<file path="src/rtl/tnn_pkg.sv">
// Shared types and helpers for the spike-time (TNN) interface blocks.
package tnn_pkg;

    localparam int unsigned TIME_W_DEF = 3;

    typedef logic [TIME_W_DEF-1:0] spike_time_t;

    typedef enum logic [1:0] {
        IDLE = 2'd0,
        RUN  = 2'd1,
        REST = 2'd2
    } enc_state_e;

    // All-ones code of width w marks a channel that does not spike this gamma.
    function automatic logic [31:0] no_spike(input int unsigned w);
        return (32'd1 << w) - 32'd1;
    endfunction

endpackage

</file>
<file path="src/rtl/counter.sv">
// Clearable up-counter primitive; also exposes the value it will hold next cycle.
module counter #(
    parameter int unsigned WIDTH = 3
) (
    input  logic             clk,
    input  logic             rst_n,
    input  logic             clr,
    input  logic             en,
    output logic [WIDTH-1:0] count,
    output logic [WIDTH-1:0] count_nxt_c
);

    logic [WIDTH-1:0] count_q;
    logic [WIDTH-1:0] count_d;

    // Next count: clear wins over increment.
    always_comb begin
        count_d = count_q;
        if (clr) begin
            count_d = '0;
        end else if (en) begin
            count_d = count_q + WIDTH'(1);
        end
    end

    // Count register.
    always_ff @(posedge clk or negedge rst_n) begin
        if (!rst_n) begin
            count_q <= '0;
        end else begin
            count_q <= count_d;
        end
    end

    assign count       = count_q;
    assign count_nxt_c = count_d;

endmodule

</file>
<file path="src/rtl/spike_lane.sv">
// One spike line: latches its spike time and produces a sticky-low, idle-high edge.
module spike_lane
    import tnn_pkg::*;
#(
    parameter int unsigned TIME_W = 3
) (
    input  logic              clk,
    input  logic              rst_n,
    input  logic              load,     // accept a new time, start a fresh gamma
    input  logic              clr,      // force line idle-high
    input  logic              run,      // advance within the current gamma
    input  logic [TIME_W-1:0] in_time,
    input  logic [TIME_W-1:0] t_now,    // run index the line is being computed for
    output logic              spike
);

    localparam logic [TIME_W-1:0] NO_SPIKE = TIME_W'(no_spike(TIME_W));

    logic [TIME_W-1:0] time_q;
    logic [TIME_W-1:0] time_d;
    logic              spike_q;
    logic              spike_d;
    logic              fire_load;
    logic              fire_run;

    assign fire_load = (in_time != NO_SPIKE) && (in_time <= t_now);
    assign fire_run  = (time_q  != NO_SPIKE) && (time_q  <= t_now);

    // Line update: once low it stays low until cleared or reloaded.
    always_comb begin
        time_d  = time_q;
        spike_d = spike_q;
        if (clr) begin
            spike_d = 1'b1;
        end else if (load) begin
            time_d  = in_time;
            spike_d = ~fire_load;
        end else if (run) begin
            spike_d = spike_q & ~fire_run;
        end
    end

    // Latched time and line state.
    always_ff @(posedge clk or negedge rst_n) begin
        if (!rst_n) begin
            time_q  <= '0;
            spike_q <= 1'b1;
        end else begin
            time_q  <= time_d;
            spike_q <= spike_d;
        end
    end

    assign spike = spike_q;

endmodule

</file>
<file path="src/rtl/spike_time_encoder.sv">
// Replays a frame of binary spike times as falling edges over one gamma cycle.
module spike_time_encoder
    import tnn_pkg::*;
#(
    parameter int unsigned NUM_CH   = 8,
    parameter int unsigned TIME_W   = 3,
    parameter int unsigned REST_CYC = 1
) (
    input  logic                     clk,
    input  logic                     rst_n,
    input  logic                     in_valid,
    output logic                     in_ready,
    input  logic [NUM_CH*TIME_W-1:0] in_times,
    input  logic                     flush,
    output logic [NUM_CH-1:0]        spike,
    output logic                     gamma_start,
    output logic                     gamma_clear,
    output logic                     busy,
    output logic [TIME_W-1:0]        t_now
);

    localparam int unsigned T_LAST = (1 << TIME_W) - 1;
    localparam int unsigned REST_W = (REST_CYC > 1) ? $clog2(REST_CYC) : 1;

    enc_state_e        state_q;
    enc_state_e        state_d;
    logic [REST_W-1:0] rest_q;
    logic [REST_W-1:0] rest_d;
    logic              gamma_start_q;
    logic              gamma_start_d;
    logic              gamma_clear_q;
    logic              gamma_clear_d;
    logic              busy_q;
    logic              busy_d;

    logic              run_clr;
    logic              run_en;
    logic              lane_load;
    logic              lane_clr;
    logic              lane_run;
    logic              last_rest;
    logic              accept;
    logic [TIME_W-1:0] t_cur;
    logic [TIME_W-1:0] t_nxt;

    // Ready only from state/counter registers; flush masks it for that cycle.
    assign last_rest = (state_q == REST) && (rest_q == '0);
    assign in_ready  = ((state_q == IDLE) || last_rest) && !flush;
    assign accept    = in_valid && in_ready;

    // Next-state, framing outputs and datapath controls.
    always_comb begin
        state_d       = state_q;
        rest_d        = rest_q;
        gamma_start_d = 1'b0;
        gamma_clear_d = 1'b0;
        busy_d        = busy_q;
        run_clr       = 1'b0;
        run_en        = 1'b0;
        lane_load     = 1'b0;
        lane_clr      = 1'b0;
        lane_run      = 1'b0;
        if (flush) begin
            state_d  = IDLE;
            rest_d   = '0;
            busy_d   = 1'b0;
            run_clr  = 1'b1;
            lane_clr = 1'b1;
        end else begin
            case (state_q)
                IDLE: begin
                    busy_d  = 1'b0;
                    run_clr = 1'b1;
                    if (accept) begin
                        state_d       = RUN;
                        gamma_start_d = 1'b1;
                        busy_d        = 1'b1;
                        lane_load     = 1'b1;
                    end
                end
                RUN: begin
                    busy_d = 1'b1;
                    if (t_cur == TIME_W'(T_LAST)) begin
                        state_d       = REST;
                        rest_d        = REST_W'(REST_CYC - 1);
                        gamma_clear_d = 1'b1;
                        run_clr       = 1'b1;
                        lane_clr      = 1'b1;
                    end else begin
                        run_en   = 1'b1;
                        lane_run = 1'b1;
                    end
                end
                REST: begin
                    run_clr = 1'b1;
                    if (last_rest) begin
                        if (accept) begin
                            state_d       = RUN;
                            gamma_start_d = 1'b1;
                            busy_d        = 1'b1;
                            lane_load     = 1'b1;
                        end else begin
                            state_d  = IDLE;
                            busy_d   = 1'b0;
                            lane_clr = 1'b1;
                        end
                    end else begin
                        rest_d        = rest_q - REST_W'(1);
                        gamma_clear_d = 1'b1;
                        busy_d        = 1'b1;
                    end
                end
                default: begin
                    state_d  = IDLE;
                    busy_d   = 1'b0;
                    run_clr  = 1'b1;
                    lane_clr = 1'b1;
                end
            endcase
        end
    end

    // State and framing registers.
    always_ff @(posedge clk or negedge rst_n) begin
        if (!rst_n) begin
            state_q       <= IDLE;
            rest_q        <= '0;
            gamma_start_q <= 1'b0;
            gamma_clear_q <= 1'b0;
            busy_q        <= 1'b0;
        end else begin
            state_q       <= state_d;
            rest_q        <= rest_d;
            gamma_start_q <= gamma_start_d;
            gamma_clear_q <= gamma_clear_d;
            busy_q        <= busy_d;
        end
    end

    // Run-time index t; lanes are fed the value t takes next cycle.
    counter #(
        .WIDTH(TIME_W)
    ) u_run_cnt (
        .clk         (clk),
        .rst_n       (rst_n),
        .clr         (run_clr),
        .en          (run_en),
        .count       (t_cur),
        .count_nxt_c (t_nxt)
    );

    for (genvar i = 0; i < NUM_CH; i++) begin : g_lane
        spike_lane #(
            .TIME_W(TIME_W)
        ) u_lane (
            .clk     (clk),
            .rst_n   (rst_n),
            .load    (lane_load),
            .clr     (lane_clr),
            .run     (lane_run),
            .in_time (in_times[i*TIME_W +: TIME_W]),
            .t_now   (t_nxt),
            .spike   (spike[i])
        );
    end

    assign gamma_start = gamma_start_q;
    assign gamma_clear = gamma_clear_q;
    assign busy        = busy_q;
    assign t_now       = t_cur;

endmodule
</file>
<file path="config.mk">
export PLATFORM = sky130hd
export DESIGN_NAME = spike_time_encoder
export DESIGN_NICKNAME = d
export VERILOG_FILES = /design/src/rtl/tnn_pkg.sv /design/src/rtl/counter.sv /design/src/rtl/spike_lane.sv /design/src/rtl/spike_time_encoder.sv
export SDC_FILE = /design/constraint.sdc
export NUM_CORES = 1
export LEC_CHECK = 0
export ABC_AREA = 0
export BUFFER_PORTS_ARGS = -buffer_cell sky130_fd_sc_hd__buf_4
export CAP_MARGIN = 15
export CORE_UTILIZATION = 52
export DETAILED_ROUTE_END_ITERATION = 16
export HOLD_SLACK_MARGIN = 0.08
export PLACE_DENSITY = 0.78
export REMOVE_ABC_BUFFERS = 1
export SYNTH_ARGS = -nofsm -noshare
export SYNTH_HDL_FRONTEND = slang
export SYNTH_HIERARCHICAL = 1
export SYNTH_SLANG_ARGS = --single-unit
</file>
<file path="constraint.sdc">
create_clock -name clk -period 4.99 [get_ports clk]
set_clock_uncertainty 0.1 [all_clocks]
set_input_delay 0.998 -clock clk [delete_from_list [all_inputs] [get_ports clk]]
set_output_delay 0.998 -clock clk [all_outputs]
set_load 0.005 [all_outputs]
</file>
==> Flow_metrics.wiki <==
{| class="wikitable"
! Metric !! Value
|-
| Drt first-iter violations || 132
|-
| Site Rows || 27
|-
| Crit Path Category || input pin to flop
|-
| First-pass DRT Iterations || 4
|-
| Synth top area cells || sky130_fd_sc_hd__dfrtp_1, sky130_fd_sc_hd__ha_1, sky130_fd_sc_hd__dfstp_2, sky130_fd_sc_hd__mux2_2, sky130_fd_sc_hd__inv_1
|-
| Vias || 2603
|-
| Area of the core || 5610 sq um
|-
| Die Outline Area || 6210 sq um
|-
| CTS resizes || 0
|-
| Worst slew margin relative to its limit || between 20% and 30%
|-
| Time the final worst path needs with I/O delays and setup || around 3.4 ns
|-
| Count of final max-slew check failures || 0
|-
| Layout cells sized above 1 || about a quarter
|-
| Class of the tightest hold or removal check || flop to flop
|-
| Via count of the first global-routing pass || about 2500
|-
| Post-layout net count || 466
|-
| PnR worst setup slack || ~1.6 ns
|-
| Largest area contributor in the synthesized netlist || sky130_fd_sc_hd__dfrtp_1
|-
| N_diodes || 0
|-
| Count of boundary I/O pins || 43
|-
| WHS || around 0.46 ns
|-
| GR Util met2 || 39.8%
|-
| Result of the run || finished, final reports clean
|-
| Clock-pin slew on the worst setup and hold paths || about 0.070 ns
|-
| Maximum number of pins on one net before global-route repair || 42
|-
| Maximum level of the CTS H-tree || 2
|-
| Layout overhead on the synthesized area || 17.5%
|-
| First-pass GRT wire length || 11500 um
|-
| Register bit total from synthesis || 41
|-
| Slew at the pin with the worst max-slew slack || 1.10 ns
|-
| Arrival time at the worst endpoint || about 3.5 ns
|-
| Clock Sinks || just over 40
|-
| Total congestion overflow || 0
|-
| Average via count per standard cell || 5.68
|-
| Maximum count of clock buffers along a single path || 2
|-
| Cell with the most instances after synthesis || sky130_fd_sc_hd__ha_1
|-
| Cts bufs inserted || 5
|-
| # port buffers || between 40 and 50
|-
| Area share of the leading cell type in the synthesized netlist || 26.9%
|-
| Filler cell count || 484
|-
| Peak ir drop on the vdd network || 208 uV
|-
| Share of synthesized flip-flops with an asynchronous set or reset || 100%
|-
| Starting density of the core || roughly 55%
|-
| Later-pin clock latency in the skew report || 0.29 ns
|-
| Highest fanout seen on the critical path || 15
|-
| M3 GR Usage || 3.10%
|-
| Post-Place Worst Slack || 1.34 ns
|-
| Syn avg cell area || 9.24 sq um
|-
| DRC || 0
|-
| Static power due to leakage || 1.61 nW
|-
| Crit share post-route || around two thirds
|-
| Number of distinct standard cells referenced by the synthesized netlist || 31
|-
| Routed WL || 6540 um
|-
| Highest-utilization routing layer at the global route stage || met2
|-
| Final Power || 0.00121 W
|-
| Wire length per cell || 14.3 um
|-
| Number of antenna violations at the first check in global routing || 0
|-
| Met1 track demand over resource in global routing || a little over 30%
|-
| Utilization after layout || 64.3%
|-
| Top_reg_cell synth || sky130_fd_sc_hd__dfrtp_1
|-
| Critical Path Start Type || input pin
|-
| Cells after synthesis || 332
|-
| TritonCTS clock tree || yes
|-
| Leading cell types by count after synthesis || sky130_fd_sc_hd__ha_1, sky130_fd_sc_hd__inv_1, sky130_fd_sc_hd__dfrtp_1
|-
| Max Fclk || 297 MHz
|-
| Die outline height || ~79 um
|-
| Number of nets with antenna violations after detailed routing || 0
|-
| PwrDens || 334 nW/um^2
|-
| CTS Root Cell || sky130_fd_sc_hd__clkbuf_8
|-
| Sequential fraction of the synthesis area || 33.8%
|-
| Combined area of the multi-input logic cells || ~1900 sq um
|-
| Required time worst endpoint || 5.08 ns
|-
| Die width || 78.8 um
|-
| # Max-Cap Violations || 0
|-
| Aggregate global-route resource usage || 23.3%
|-
| Gp weighted congestion || approximately 0.85
|-
| RSZ-0062 raised after global routing || no
|-
| Setup violation total in the final timing report || 0
|-
| Mapped Area || 3070 sq um
|-
| # hold bufs at CTS || 0
|-
| Hpwl dp || about 4900 um
|-
| Sequential cell area in the final layout || 1040 sq um
|-
| Post-CTS setup buffer count || 0
|-
| Endpoint type of the worst setup path || flop
|-
| Warnings, synthesis || 6
|-
| Fin. Hold Viols || 0
|-
| Number of enable-type register cells in the synthesized netlist || 0
|}
path summary, 6_finish.rpt:
path	slack, ns	startpoint	cells past startpoint	end
setup / recovery	1.62	flush	11	g_lane[0].u_lane/spike$_DFFE_PN1P_
hold / removal	0.46	g_lane[1].u_lane/time_q[2]$_DFFE_PN0P_	1	g_lane[1].u_lane/time_q[2]$_DFFE_PN0P_
setup reg to reg	1.70	state_q[1]$_DFFE_PN0P_	12	g_lane[0].u_lane/spike$_DFFE_PN1P_
hold reg to reg	0.46	g_lane[1].u_lane/time_q[2]$_DFFE_PN0P_	1	g_lane[1].u_lane/time_q[2]$_DFFE_PN0P_
max in group asynchronous	3.83	rst_n	1	g_lane[3].u_lane/spike$_DFFE_PN1P_
min in group asynchronous	0.58	rst_n	1	g_lane[6].u_lane/time_q[0]$_DFFE_PN0P_
area by class of cell:
cell class                 count  area share (%)
clock inverter                 1           0.208
tap                           72            2.50
multi-input combinational    254            52.7
clock buffer                   7            2.39
inverter                      37            3.85
timing repair buffer          46            9.58
sequential                    41            28.7
logic make-up (layout without fill, tap and decap cells):
logic type	after synthesis	count (layout)	share of synthesized area (%)
and+or+nand+nor	98	98	16.2
AOI/OAI and AO/OA	85	85	17.4
adders and majority gates	53	53	21.6
DFF	41	41	33.8
buffers and inverters	37	91	4.53
muxes	17	17	6.20
xor gates and xnor gates	1	1	0.286
critical path, cell delays in order:
cell and delay (ns):
sky130_fd_sc_hd__buf_4 0.13, sky130_fd_sc_hd__nor2b_1 0.15, sky130_fd_sc_hd__and2_4 0.28, sky130_fd_sc_hd__nand3b_1 0.10
sky130_fd_sc_hd__a21oi_1 0.67, sky130_fd_sc_hd__inv_1 0.17, sky130_fd_sc_hd__ha_1 0.38, sky130_fd_sc_hd__a21oi_1 0.13
sky130_fd_sc_hd__o21ai_0 0.10, sky130_fd_sc_hd__a211oi_1 0.27, sky130_fd_sc_hd__a41oi_1 0.08
per-stage QoR:
| stage | area, sq um | instances | setup TNS, ns |
|---|---|---|---|
| finish | 3600 | 458 | 0 |
| global route | 3600 | 458 | 0 |
| CTS | 3600 | 458 | 0 |
| detailed placement | 3510 | 450 | 0 |
| global placement | 3510 | 450 | 0 |
| floorplan | 3070 | 332 | -5.96 |
where the power goes:
| group | internal (W) | switching, W | leakage (nW) |
|---|---|---|---|
| Combinational | 0.000241 | 0.000227 | 1.07 |
| Clock | 0.000112 | 0.000114 | 0.0445 |
| Sequential | 0.000435 | 0.0000760 | 0.495 |
sequential cells by signal, indices dropped and copies added, names as in the netlist:
signal                count
g_lane.u_lane/time_q     24
g_lane.u_lane/spike       8
u_run_cnt/count           3
state_q                   2
busy                      1
gamma_clear               1
gamma_start               1
rest_q                    1
placed cells by master, fill, tap and decap left out, types with 6 or more instances in the layout:
master                      n
sky130_fd_sc_hd__nand2_1   19
sky130_fd_sc_hd__ha_1      53
sky130_fd_sc_hd__nor2b_1    9
sky130_fd_sc_hd__dfstp_2    8
sky130_fd_sc_hd__a21oi_1   19
sky130_fd_sc_hd__o21ai_0   26
sky130_fd_sc_hd__nor3_1     8
sky130_fd_sc_hd__a31oi_1    8
sky130_fd_sc_hd__nand3_1   26
sky130_fd_sc_hd__clkbuf_8   6
sky130_fd_sc_hd__a211oi_1   8
sky130_fd_sc_hd__dfrtp_1   33
sky130_fd_sc_hd__nor2b_2    9
sky130_fd_sc_hd__mux2_2    16
sky130_fd_sc_hd__nor2_1    21
sky130_fd_sc_hd__inv_1     37
sky130_fd_sc_hd__a41oi_1    8
sky130_fd_sc_hd__o21a_1    10
sky130_fd_sc_hd__buf_4     46
metal layers:
metal	wire length, um	vias up	share of wire [%]
met2	3270	52	50
li1	-	1313	-
met1	3020	1236	46
met3	218	2	3.3
met5	0	-	0
met4	25	0	0.38
(Power assumes the default switching activity.)
